===== src/rtl/div_error_monitor.sv =====
// Error monitor for a 16/8 array divider: checks n == q*d + r per sample and gathers run statistics.
// Optional build macro DIV_ERR_SSE_EN adds the squarer and sum-of-squared-error accumulator.
module div_error_monitor #(
   parameter int CNT_W = 16,
   parameter int SSE_W = 48
) (
   input  logic             clk,
   input  logic             rst,
   input  logic             start,
   input  logic [CNT_W-1:0] target,
   input  logic             in_valid,
   output logic             in_ready,
   input  logic [15:0]      n,
   input  logic [7:0]       d,
   input  logic [7:0]       q,
   input  logic [7:0]       r,
   output logic             busy,
   output logic             done,
   output logic [CNT_W-1:0] err_count,
   output logic [CNT_W-1:0] skip_count,
   output logic [16:0]      max_abs_err,
   output logic [SSE_W-1:0] sse
);

   typedef enum logic [1:0] {IDLE, RUN, DRAIN, DONE} state_t;

   state_t           state, state_next;
   logic [CNT_W-1:0] accepted;
   logic [CNT_W-1:0] target_reg;
   logic             drain_cnt;
   logic             accept;
   logic             last_accept;
   logic             start_run;

   logic             s1_valid;
   logic             s1_skip;
   logic [15:0]      s1_n;
   logic [16:0]      s1_recon;
   logic [16:0]      recon;

   logic signed [17:0] err;
   logic [17:0]        err_neg;
   logic [16:0]        abs_err;

   assign in_ready    = (state == RUN) && (accepted < target_reg);
   assign accept      = in_valid && in_ready;
   assign last_accept = accept && ((accepted + CNT_W'(1)) == target_reg);
   assign start_run   = start && ((state == IDLE) || (state == DONE));
   assign busy        = (state == RUN) || (state == DRAIN);
   assign done        = (state == DONE);

   // The last accept moves straight to DRAIN so the two drain cycles cover both pipeline stages.
   always_comb begin
      state_next = state;
      case (state)
         IDLE:    if (start) state_next = RUN;
         RUN:     if ((accepted == target_reg) || last_accept) state_next = DRAIN;
         DRAIN:   if (drain_cnt) state_next = DONE;
         DONE:    if (start) state_next = RUN;
         default: state_next = IDLE;
      endcase
   end

   always_ff @(posedge clk or posedge rst) begin
      if (rst) begin
         state      <= IDLE;
         accepted   <= '0;
         target_reg <= '0;
         drain_cnt  <= 1'b0;
      end else begin
         state     <= state_next;
         drain_cnt <= (state == DRAIN);
         if (start_run) begin
            accepted   <= '0;
            target_reg <= target;
         end else if (accept) begin
            accepted <= accepted + CNT_W'(1);
         end
      end
   end

   assign recon = 17'(q) * 17'(d) + 17'(r);

   always_ff @(posedge clk or posedge rst) begin
      if (rst) begin
         s1_valid <= 1'b0;
         s1_skip  <= 1'b0;
         s1_n     <= '0;
         s1_recon <= '0;
      end else begin
         s1_valid <= accept;
         if (accept) begin
            s1_n     <= n;
            s1_recon <= recon;
            s1_skip  <= (d == 8'd0) || (n[15:8] >= d);
         end
      end
   end

   assign err     = $signed({2'b00, s1_n}) - $signed({1'b0, s1_recon});
   assign err_neg = -err;
   assign abs_err = err[17] ? err_neg[16:0] : err[16:0];

   // Skipped samples (overflow or divide-by-zero) only bump skip_count.
   always_ff @(posedge clk or posedge rst) begin
      if (rst) begin
         err_count   <= '0;
         skip_count  <= '0;
         max_abs_err <= '0;
      end else if (start_run) begin
         err_count   <= '0;
         skip_count  <= '0;
         max_abs_err <= '0;
      end else if (s1_valid) begin
         if (s1_skip) begin
            if (skip_count != '1) skip_count <= skip_count + CNT_W'(1);
         end else begin
            if ((err != 18'sd0) && (err_count != '1)) err_count <= err_count + CNT_W'(1);
            if (abs_err > max_abs_err) max_abs_err <= abs_err;
         end
      end
   end

`ifdef DIV_ERR_SSE_EN
   logic [33:0]      sq;
   logic [SSE_W:0]   sse_sum;
   logic [SSE_W-1:0] sse_reg;

   assign sq      = 34'(abs_err) * 34'(abs_err);
   assign sse_sum = {1'b0, sse_reg} + (SSE_W+1)'(sq);
   assign sse     = sse_reg;

   always_ff @(posedge clk or posedge rst) begin
      if (rst) begin
         sse_reg <= '0;
      end else if (start_run) begin
         sse_reg <= '0;
      end else if (s1_valid && !s1_skip) begin
         sse_reg <= sse_sum[SSE_W] ? '1 : sse_sum[SSE_W-1:0];
      end
   end
`else
   assign sse = '0;
`endif

endmodule

===== config.mk =====
export PLATFORM = sky130hd
export DESIGN_NAME = div_error_monitor
export DESIGN_NICKNAME = d
export VERILOG_FILES = /design/src/rtl/div_error_monitor.sv
export SDC_FILE = /design/constraint.sdc
export NUM_CORES = 1
export LEC_CHECK = 0
export ABC_AREA = 1
export CAP_MARGIN = 20
export CORE_MARGIN = 1.5
export CORE_UTILIZATION = 60
export CTS_BUF_LIST = sky130_fd_sc_hd__clkbuf_4
export DETAILED_ROUTE_END_ITERATION = 7
export PLACE_DENSITY = 0.89
export SKIP_CTS_REPAIR_TIMING = 1
export SYNTH_ARGS = -nofsm -noshare
export SYNTH_HDL_FRONTEND = slang
export SYNTH_SLANG_ARGS = --single-unit
export TNS_END_PERCENT = 5

===== constraint.sdc =====
create_clock -name clk -period 10.3 [get_ports clk]
set_input_delay 1.545 -clock clk [delete_from_list [all_inputs] [get_ports clk]]
set_output_delay 1.545 -clock clk [all_outputs]
set_load 0.02 [all_outputs]

==> impl_metrics.yaml <==
final_layout:
  drive_above_1_share: 0.05854
  nNetsFinal: 1853
  nFillCells: 1522
  area_growth_syn_to_layout_pct: 11.76
  top_regs: "max_abs_err x17, s1_recon x17"
worst_setup_path:
  arrival_ns: 6.10
  critPathKind: "in2reg"
  end_kind: "flop"
  critPathLaunchType: "input pin"
  critical_path_required_ns: 10.77
  cp_max_fo: 10
power_and_ir_drop:
  power_density_nw_per_um2: 289.3
  ir_drop_mv: 0.1436
  power_leakage_nw: 6.821
  p_clk_frac: 0.095
  p_comb_frac: 0.722
  p_int_w: 0.001660
  seqPwrFrac: 0.183
  swShare: 0.5419
  p_sw_w: 0.001963
drt:
  totalWireLength_mm: 24.24
  routed-via-count: 9866
  drc: 11
  drt-wirelength-per-cell_um: 12.85
  detailedRoute.firstPassIterationCount: 7
  postRouteAntennaNets: 0
  viasPerCell: 5.228
  first_iter_violations: 604
sta:
  fmax_mhz: 177.6
  finalSetupViolations: 0
  finClkSkew_ns: 0.02620
  final_critical_path_setup_slack_ns: 4.670
  max-slew-margin-rel: 0.3864
  finalMaxSlewViolations: 0
  fin_crit_ns: 5.630
  final-hold-violation-count: 0
  finalSetupTns_ns: 0
  timing.final.crit_share: 0.5466
  rsz0062_at_grt: "no"
  tightest_slew_ns: 0.9204
run_status:
  violations: "design-rule violations"
  status: "complete, but fails checks"
global_routing:
  grt_first_pass_wirelength_mm: 42.14
  grt-ovfl-total: 0
  grt_max_degree: 74
  grtUsageTotal: 0.2602
  grt_pass1_vias: 9368
  antenna_found_initial: 1
clock_tree:
  clock_latency_ns: 0.57
  path_clk_slew_ns: 0.12
  cts_tree: "yes"
  cts_sinks: 119
  numCtsBuffers: 17
  htreeDepth: 4
  cts_root_buf: "clkbuf_4"
  clockBufferDepth: 2
synthesis:
  synthCells: 1552
  synth_cell_type_count: 49
  synth_area_per_cell_um2: 7.220
  syn_area_um2: 11210
  ys.warnings.count: 0
  ys_seq_area_frac: 0.2657
  ys_seq_elements: 119
floorplan:
  dieArea_um2: 19500
  core_um2: 18150
  ios: 160
  die_w_um: 139.7
  die_y_um: 139.7
  start_util: 0.6175
  num_rows: 49
placed_design:
  place_congestion: 0.9070
  dpl_worst_slack_ns: 4.140
  numPortBuffers: 111
  hpwl_mm: 18.99
min_path:
  min_path_type: "reg2reg"
job:
  max_cap_viol_count: 0
[critical path, stage by stage]
cell and delay, ns:
clkdlybuf4s50_1 0.71, nand2_1 0.13, fa_1 0.52, inv_1 0.05, fa_1 0.46, ha_1 0.29
inv_1 0.05, fa_1 0.54, inv_1 0.05, ha_1 0.33, nand2_1 0.06, o21ai_0 0.35
nand2_1 0.11, nand2_1 0.14, a21oi_1 0.12, o21ai_0 0.27, nand2_1 0.10, inv_1 0.08
o21ai_0 0.07, nand3_1 0.07, nand2_1 0.05
[per-layer routing]
layer  global-route usage  up-vias  part of all wire
met5                    0        -                 0
met4              0.07812        0             0.017
met3              0.03476       42             0.042
met2               0.4514      242              0.48
met1               0.3395     4619              0.46
li1                     -     4963                 -
[stage by stage]
stage               power, W  hold slack (ns)  instance area [um2]  std cells  utilization
floorplan           0.002745           0.4459                11380       1599            -
global placement    0.003156           0.4619                12240       1854       0.6742
detailed placement  0.003259           0.4652                12240       1854       0.6742
CTS                 0.003622           0.4965                12520       1886       0.6899
global route        0.004063           0.5242                12520       1887       0.6901
finish              0.003623           0.4897                12520       1887       0.6901
[area by class of cell]
class,count,area [um2],area share
antenna,1,2.502,0.0001998
clock buffer,17,127.6,0.01019
clock inverter,15,157.7,0.01259
inverter,290,1096,0.08752
multi-input combinational,1101,6734,0.5377
sequential,119,2978,0.2378
tap,229,286.5,0.02288
timing repair buffer,115,1141,0.09112
[cell families (layout without fill, tap and decap cells)]
group	after synthesis	after routing	share of synthesized area
compound gates	173	173	0.08665
xor+xnor	34	34	0.02780
fa+ha+maj	149	149	0.1965
buf+inv	379	437	0.1495
flops	119	119	0.2657
other cells	1	49	0.0003346
simple gates	697	697	0.2734
[cell usage after synthesis (all sizes together)]
cell type	instances	area share
nand2	462	0.16
inv	290	0.098
dfrtp	119	0.27
ha	104	0.12
nand3	103	0.055
nor2	77	0.029
o21ai	72	0.032
buf	60	0.040
a21oi	54	0.025
fa	45	0.080
xor2	30	0.023
clkbuf	29	0.012
nand4	27	0.015
o22ai	19	0.011
nor3	14	0.0063
nand3b	5	0.0034
o21a	5	0.0034
o21bai	5	0.0034
a211oi	3	0.0020
a21o	3	0.0020
a31oi	3	0.0017
nor4	3	0.0017
o31ai	3	0.0020
or2	3	0.0017
xnor2	3	0.0023
a31o	2	0.0016
nor3b	2	0.0018
o211ai	2	0.0013
a21boi	1	0.00067
a41oi	1	0.00078
and2	1	0.00056
conb	1	0.00033
xnor3	1	0.0020
[power by group through the flow]
stage / logic, W / clock network, W / registers (W)
6_report: 0.00262 / 0.000344 / 0.000663
5_1_grt: 0.00302 / 0.000370 / 0.000678
4_1_cts: 0.00261 / 0.000351 / 0.000663
3_5_place_dp: 0.00259 / 0 / 0.000671
3_3_place_gp: 0.00249 / 0 / 0.000667
2_1_floorplan: 0.00207 / 0 / 0.000672
[worst paths after layout]
check,startpoint,to,slack [ns],cells past startpoint
min,s1_n[11],s1_n[11],0.49,2
min in group asynchronous,rst,err_count[9],1.37,2
max in group asynchronous,rst,max_abs_err[10],7.56,3
max,d[1],s1_recon[16],4.67,21
min reg2reg,s1_n[11],s1_n[11],0.49,2
max reg2reg,s1_recon[0],max_abs_err[10],5.84,28
[layout by cell type, fill, tap and decap left out, drive strengths merged, types with 27 or more instances in the layout]
cell           netlist  final
ha                 104    104
clkdlybuf4s50        0    111
a21oi               54     54
conb                 1     48
fa                  45     45
nor2                77     77
inv                290    298
nand4               27     27
dfrtp              119    119
nand2              462    462
o21ai               72     72
nand3              103    103
xor2                30     30
(Power assumes the default switching activity.)
